--- src/rtl/cdb_arbiter.sv ---
// ---------------------------------------------------------------------------
// cdb_arbiter
//
// Completion-side broadcaster for the Common Data Bus. Each functional unit
// drops finished results into its own small FIFO. Every cycle one FIFO head
// is picked round-robin and its result is registered onto the CDB, where the
// ROB, the reservation stations and the map table pick it up.
//
// Ports
//   clock            sole clock, rising edge
//   reset            synchronous, active-high; clears FIFOs, rr pointer, CDB
//   squash_signal    synchronous flush, asserted with the ROB flush
//   fu_valid[i]      FU i offers a result this cycle
//   fu_ready[i]      FIFO i is not full (registered occupancy only)
//   fu_tag           NUM_FU x TAG_W  ROB tag per FU
//   fu_value         NUM_FU x XLEN   destination value per FU
//   fu_alu_result    NUM_FU x XLEN   branch target / raw ALU output per FU
//   fu_pc, fu_npc, fu_inst  NUM_FU x XLEN  PC, next PC, encoding per FU
//   fu_take_branch   NUM_FU          resolved branch flag per FU
//   cdb_*            registered broadcast packet
//   cdb_grant_fu     source FU of the current broadcast
// ---------------------------------------------------------------------------
module cdb_arbiter #(
    parameter int NUM_FU    = 4,
    parameter int BUF_DEPTH = 2,
    parameter int XLEN      = 32,
    parameter int ROB_SIZE  = 32,
    localparam int TAG_W    = $clog2(ROB_SIZE),
    localparam int GNT_W    = (NUM_FU > 1) ? $clog2(NUM_FU) : 1
) (
    input  logic                     clock,
    input  logic                     reset,
    input  logic                     squash_signal,

    input  logic [NUM_FU-1:0]        fu_valid,
    output logic [NUM_FU-1:0]        fu_ready,
    input  logic [NUM_FU*TAG_W-1:0]  fu_tag,
    input  logic [NUM_FU*XLEN-1:0]   fu_value,
    input  logic [NUM_FU*XLEN-1:0]   fu_alu_result,
    input  logic [NUM_FU*XLEN-1:0]   fu_pc,
    input  logic [NUM_FU*XLEN-1:0]   fu_npc,
    input  logic [NUM_FU*XLEN-1:0]   fu_inst,
    input  logic [NUM_FU-1:0]        fu_take_branch,

    output logic                     cdb_valid,
    output logic [TAG_W-1:0]         cdb_tag,
    output logic [XLEN-1:0]          cdb_value,
    output logic [XLEN-1:0]          cdb_alu_result,
    output logic [XLEN-1:0]          cdb_pc,
    output logic [XLEN-1:0]          cdb_npc,
    output logic [XLEN-1:0]          cdb_inst,
    output logic                     cdb_take_branch,
    output logic [GNT_W-1:0]         cdb_grant_fu
);

    localparam int PTR_W = $clog2(BUF_DEPTH);

    // FIFO pointers carry one extra wrap bit so full and empty are distinct.
    logic [PTR_W:0]     head [NUM_FU];
    logic [PTR_W:0]     tail [NUM_FU];

    // Per-FU result storage.
    logic [TAG_W-1:0]   tag_mem    [NUM_FU][BUF_DEPTH];
    logic [XLEN-1:0]    value_mem  [NUM_FU][BUF_DEPTH];
    logic [XLEN-1:0]    alu_mem    [NUM_FU][BUF_DEPTH];
    logic [XLEN-1:0]    pc_mem     [NUM_FU][BUF_DEPTH];
    logic [XLEN-1:0]    npc_mem    [NUM_FU][BUF_DEPTH];
    logic [XLEN-1:0]    inst_mem   [NUM_FU][BUF_DEPTH];
    logic               br_mem     [NUM_FU][BUF_DEPTH];

    logic [NUM_FU-1:0]  full;
    logic [NUM_FU-1:0]  empty;
    logic [NUM_FU-1:0]  push;
    logic [NUM_FU-1:0]  pop;

    logic [GNT_W-1:0]   rr_ptr;
    logic [GNT_W-1:0]   winner;
    logic               winner_found;
    logic [GNT_W:0]     search_sum;
    logic [GNT_W-1:0]   search_idx;
    logic [PTR_W-1:0]   win_head;

    // Occupancy flags. Full means same slot index with opposite wrap bits.
    always_comb begin
        full  = '0;
        empty = '0;
        for (int i = 0; i < NUM_FU; i++) begin
            full[i]  = (head[i][PTR_W-1:0] == tail[i][PTR_W-1:0]) &&
                       (head[i][PTR_W] != tail[i][PTR_W]);
            empty[i] = (head[i] == tail[i]);
        end
    end

    // Ready looks only at stored occupancy: a full FIFO that pops this cycle
    // still refuses, which keeps fu_ready free of any path from arbitration.
    assign fu_ready = ~full;

    // A squash drops whatever the FUs offer in the same cycle.
    always_comb begin
        push = '0;
        for (int i = 0; i < NUM_FU; i++) begin
            push[i] = fu_valid[i] && !full[i] && !squash_signal;
        end
    end

    // Round-robin search over FIFO heads, starting at rr_ptr and wrapping
    // modulo NUM_FU. The first non-empty FIFO wins. Incoming results are not
    // candidates, so every result spends at least one cycle in its FIFO.
    always_comb begin
        winner       = '0;
        winner_found = 1'b0;
        search_sum   = '0;
        search_idx   = '0;
        for (int k = 0; k < NUM_FU; k++) begin
            search_sum = {1'b0, rr_ptr} + (GNT_W+1)'(k);
            if (search_sum >= (GNT_W+1)'(NUM_FU)) begin
                search_sum = search_sum - (GNT_W+1)'(NUM_FU);
            end
            search_idx = search_sum[GNT_W-1:0];
            if (!winner_found && !empty[search_idx]) begin
                winner       = search_idx;
                winner_found = 1'b1;
            end
        end
    end

    // The winner is popped unless a squash is flushing everything anyway.
    always_comb begin
        pop = '0;
        if (winner_found && !squash_signal) begin
            pop[winner] = 1'b1;
        end
    end

    assign win_head = head[winner][PTR_W-1:0];

    // Pointer update. Reset and squash both empty every FIFO on this edge.
    always_ff @(posedge clock) begin
        if (reset || squash_signal) begin
            for (int i = 0; i < NUM_FU; i++) begin
                head[i] <= '0;
                tail[i] <= '0;
            end
        end else begin
            for (int i = 0; i < NUM_FU; i++) begin
                if (push[i]) begin
                    tail[i] <= tail[i] + (PTR_W+1)'(1);
                end
                if (pop[i]) begin
                    head[i] <= head[i] + (PTR_W+1)'(1);
                end
            end
        end
    end

    // Storage write. Slots need no reset; the pointers define what is live.
    always_ff @(posedge clock) begin
        for (int i = 0; i < NUM_FU; i++) begin
            if (push[i]) begin
                tag_mem[i][tail[i][PTR_W-1:0]]   <= fu_tag[i*TAG_W +: TAG_W];
                value_mem[i][tail[i][PTR_W-1:0]] <= fu_value[i*XLEN +: XLEN];
                alu_mem[i][tail[i][PTR_W-1:0]]   <= fu_alu_result[i*XLEN +: XLEN];
                pc_mem[i][tail[i][PTR_W-1:0]]    <= fu_pc[i*XLEN +: XLEN];
                npc_mem[i][tail[i][PTR_W-1:0]]   <= fu_npc[i*XLEN +: XLEN];
                inst_mem[i][tail[i][PTR_W-1:0]]  <= fu_inst[i*XLEN +: XLEN];
                br_mem[i][tail[i][PTR_W-1:0]]    <= fu_take_branch[i];
            end
        end
    end

    // Broadcast register and rr pointer. With no winner, or on a squash, only
    // cdb_valid drops; the data fields keep their last values. A broadcast
    // already on the bus when squash arrives is left alone -- the ROB discards
    // it through its own flush.
    always_ff @(posedge clock) begin
        if (reset) begin
            rr_ptr          <= '0;
            cdb_valid       <= 1'b0;
            cdb_tag         <= '0;
            cdb_value       <= '0;
            cdb_alu_result  <= '0;
            cdb_pc          <= '0;
            cdb_npc         <= '0;
            cdb_inst        <= '0;
            cdb_take_branch <= 1'b0;
            cdb_grant_fu    <= '0;
        end else if (squash_signal) begin
            rr_ptr    <= '0;
            cdb_valid <= 1'b0;
        end else if (winner_found) begin
            rr_ptr          <= (winner == GNT_W'(NUM_FU-1)) ? '0 : winner + GNT_W'(1);
            cdb_valid       <= 1'b1;
            cdb_tag         <= tag_mem[winner][win_head];
            cdb_value       <= value_mem[winner][win_head];
            cdb_alu_result  <= alu_mem[winner][win_head];
            cdb_pc          <= pc_mem[winner][win_head];
            cdb_npc         <= npc_mem[winner][win_head];
            cdb_inst        <= inst_mem[winner][win_head];
            cdb_take_branch <= br_mem[winner][win_head];
            cdb_grant_fu    <= winner;
        end else begin
            cdb_valid <= 1'b0;
        end
    end

endmodule

--- config.mk ---
export PLATFORM = sky130hd
export DESIGN_NAME = cdb_arbiter
export DESIGN_NICKNAME = d
export VERILOG_FILES = /design/src/rtl/cdb_arbiter.sv
export SDC_FILE = /design/constraint.sdc
export NUM_CORES = 2
export LEC_CHECK = 0
export CORE_ASPECT_RATIO = 0.75
export CORE_MARGIN = 5
export CORE_UTILIZATION = 40
export CTS_CLUSTER_DIAMETER = 30
export CTS_CLUSTER_SIZE = 24
export DETAILED_ROUTE_END_ITERATION = 8
export HOLD_SLACK_MARGIN = 0.06
export REMOVE_ABC_BUFFERS = 1
export SETUP_SLACK_MARGIN = 0.1
export SYNTH_ARGS = -nofsm -noshare
export SYNTH_HDL_FRONTEND = slang
export SYNTH_SLANG_ARGS = --single-unit
--- constraint.sdc ---
create_clock -name clock -period 11.44 [get_ports clock]
set_input_delay 2.288 -clock clock [delete_from_list [all_inputs] [get_ports clock]]
set_output_delay 2.288 -clock clock [all_outputs]
set_load 0.05 [all_outputs]
==> insert_results.sql <==
INSERT INTO impl_metrics (metric_group, metric, value, unit) VALUES
('detailed_routing', 'vias_per_cell', '5.47', ''),
('clocking', 'worst_skew_pair.late_latency', '0.89', 'ns'),
('timing', 'final_clock_skew', '0.0503', 'ns'),
('worst_setup_path', 'worst_r2r_path_depth', '12', ''),
('power', 'sequentialPowerShare', '0.292', ''),
('hold_path', 'hold_class', 'register to register', ''),
('global_route', 'initial_antenna_violation_count', '62', ''),
('floorplanning', 'row_count', '120', ''),
('clocking', 'clock_tree_sinks', '1515', ''),
('floorplanning', 'top_level_ports', '844', ''),
('clocking', 'tritoncts_clock_tree', 'done', ''),
('cells_and_area', 'final_layout_size_suffix_gt1_frac', '0.0965', ''),
('timing', 'slew_violations', '0', ''),
('place', 'port_buffers', '843', ''),
('cells_and_area', 'multi_input_combinational_cell_area', '12400', 'sq um'),
('clocking', 'hold_buffers', '0', ''),
('hold_path', 'holdPathEnd', 'cdb_grant_fu[1]', ''),
('power', 'leak_pwr', '0.0269', 'uW'),
('floorplanning', 'core', '143000', 'sq um'),
('cells_and_area', 'post-route-cell-area', '77100', 'sq um'),
('worst_setup_path', 'timing_worst_setup_path_type', 'register to register', ''),
('logic_synthesis', 'syn-instance-count', '4274', ''),
('worst_setup_path', 'worst-r2r-setup-slack', '5.38', 'ns'),
('cells_and_area', 'final.fill_count', '11743', ''),
('clocking', 'clock_tree_buffer_depth', '4', ''),
('detailed_routing', 'drt_first_iter_violations', '3519', ''),
('logic_synthesis', 'synth_edf_count', '1344', ''),
('detailed_routing', 'vias', '39858', ''),
('global_route', 'grt_use_total', '0.233', ''),
('detailed_routing', 'antenna_violating_nets_post_route', '0', ''),
('floorplanning', 'fp.dieH', '339', 'um'),
('logic_synthesis', 'synth_top_area_share', '0.699', ''),
('clocking', 'cts_made_buffers', '284', ''),
('power', 'power.switching_fraction', '0.385', ''),
('clocking', 'cts_repair_resize_count', '0', ''),
('timing', 'finalSetupTns', '0', 'ns'),
('timing', 'count_of_final_hold_check_violations', '0', ''),
('global_route', 'pin_count_of_the_biggest_net_entering_global_routing', '202', ''),
('clocking', 'htreeDepth', '5', ''),
('floorplanning', 'floorplan.die.width', '449', 'um'),
('timing', 'setup_violations', '0', ''),
('cells_and_area', 'regArea', '43800', 'sq um'),
('power', 'internal_power', '14900', 'uW'),
('worst_setup_path', 'slowest_stage', 'sky130_fd_sc_hd__buf_4', ''),
('logic_synthesis', 'synth_async_sr_flop_share', '0', ''),
('worst_setup_path', 'critPathLaunchType', 'register', ''),
('place', 'placement.cell_area', '67600', 'sq um'),
('clocking', 'postCtsSetupBuffers', '0', ''),
('logic_synthesis', 'yosys_register_bits', '1515', ''),
('cells_and_area', 'mostFrequentLayoutCell', 'sky130_fd_sc_hd__nand2_1', ''),
('worst_setup_path', 'critPathRequiredTime', '12.20', 'ns'),
('worst_setup_path', 'crit_fanout', '91', ''),
('floorplanning', 'design.die.area', '152000', 'sq um'),
('worst_setup_path', 'max_stage_delay', '0.89', 'ns'),
('detailed_routing', 'drtPass1Iterations', '6', ''),
('hold_path', 'worst_hold_path.num_cells', '2', ''),
('run_status', 'status', 'finished, final reports clean', ''),
('cells_and_area', 'syn2layout_area_growth', '33.6', '%'),
('power', 'power.switching', '9330', 'uW'),
('detailed_routing', 'drc_errors', '0', ''),
('cells_and_area', 'num-nets-final', '5811', ''),
('worst_setup_path', 'cp.arrival', '6.83', 'ns'),
('worst_setup_path', 'critical_path.reg2reg.endpoint', 'cdb_alu_result[22]', ''),
('power', 'max-vdd-ir-drop', '0.000299', 'V'),
('logic_synthesis', 'synthDistinctLibCells', '38', ''),
('timing', 'final.period_utilization', '0.530', ''),
('logic_synthesis', 'avgSynthCellArea', '13.5', 'sq um'),
('logic_synthesis', 'yosys.area.top_type', 'sky130_fd_sc_hd__edfxtp_1', ''),
('worst_setup_path', 'timing.critical_path.to_type', 'register', ''),
('power', 'p_clk_frac', '0.337', ''),
('logic_synthesis', 'portion_of_the_post_synthesis_area_used_by_sequential_elements', '0.759', '');
[state kept, by name, indices dropped and copies added, names as in the netlist, 32 cells and up]
name	cells
alu_mem	256
cdb_alu_result	32
cdb_inst	32
cdb_npc	32
cdb_pc	32
cdb_value	32
inst_mem	256
npc_mem	256
pc_mem	256
tag_mem	40
value_mem	256
[synthesized netlist by cell type (2+ instances only)]
cell type and instances:
sky130_fd_sc_hd__nand2_1 1349, sky130_fd_sc_hd__xor2_2 2, sky130_fd_sc_hd__a32oi_1 332, sky130_fd_sc_hd__edfxtp_1 1344, sky130_fd_sc_hd__dfxtp_1 171, sky130_fd_sc_hd__clkbuf_1 106
sky130_fd_sc_hd__nor2_1 187, sky130_fd_sc_hd__nand3_1 5, sky130_fd_sc_hd__buf_4 9, sky130_fd_sc_hd__buf_2 180, sky130_fd_sc_hd__or2_2 4, sky130_fd_sc_hd__nand2b_1 5
sky130_fd_sc_hd__xor2_1 2, sky130_fd_sc_hd__inv_1 5, sky130_fd_sc_hd__o21ai_0 3, sky130_fd_sc_hd__a311oi_1 167, sky130_fd_sc_hd__a21oi_1 338, sky130_fd_sc_hd__buf_6 16
sky130_fd_sc_hd__buf_1 7, sky130_fd_sc_hd__o31ai_1 2, sky130_fd_sc_hd__inv_2 2, sky130_fd_sc_hd__nor3_1 10, sky130_fd_sc_hd__xnor2_1 13
[worst max-delay path: cells and delay by family, from the launching register on]
family | cells | cell delay (ns)
buffers and inverters | 4 | 3.06
AO/OA/AOI/OAI | 5 | 1.37
flip-flops | 1 | 0.51
AND/OR/NAND/NOR | 2 | 0.51
XOR/XNOR | 1 | 0.28
[cell type report]
class | instances | area share
clock inverters | 161 | 0.0244
well taps | 1891 | 0.0307
inverters | 7 | 0.000438
flip-flops and latches | 1515 | 0.568
clock buffers | 335 | 0.0974
repair buffers | 897 | 0.117
multi-input cells | 2434 | 0.161
diodes | 41 | 0.00133
[stage by stage]
step	utilization	instances	hold WS (ns)	setup slack (ns)	total power [uW]
after floorplan	-	3956	0.550	-4.03	14900
after global placement	0.472	6744	0.453	5.36	16000
after detailed placement	0.472	6744	0.456	5.31	16100
after CTS	0.538	7240	0.463	5.50	24300
after global routing	0.538	7265	0.482	5.01	25400
final	0.539	7281	0.461	5.38	24200
[routing by layer]
layer,share of wire,track usage,vias to the layer above
li1,-,-,17842
met1,0.40,0.301,19638
met2,0.48,0.375,1960
met3,0.087,0.0619,388
met4,0.032,0.0941,30
met5,0.0011,0,-
[power groups by stage]
stage          registers [uW]  clock network (uW)  logic [uW]
6_report                 7070                8150        8980
5_1_grt                  7120                8560        9770
4_1_cts                  7070                8280        8970
3_5_place_dp             7160                   0        8920
3_3_place_gp             7170                   0        8850
2_1_floorplan            8110                   0        6780
[kinds of logic (layout without fill, tap and decap cells)]
group / after synthesis / count (layout) / synth area share
buf+inv: 325 / 1400 / 0.0277
compound gates: 850 / 850 / 0.107
fa+ha+maj: 1 / 1 / 0.000217
xor+xnor: 17 / 17 / 0.00284
simple gates: 1566 / 1566 / 0.103
flops: 1515 / 1515 / 0.759
other cells: 0 / 41 / 0
[worst max path at each step]
stage | end | cells after the start | from
final | cdb_alu_result[22] | 12 | tail[0][2]
after global routing | cdb_alu_result[22] | 12 | tail[0][2]
after CTS | cdb_alu_result[22] | 12 | tail[0][2]
after detailed placement | npc_mem[1][0] | 5 | squash_signal
after global placement | npc_mem[1][0] | 5 | squash_signal
after floorplan | head[2][0] | 3 | squash_signal
Note: power is estimated with default switching activity, not from simulation.
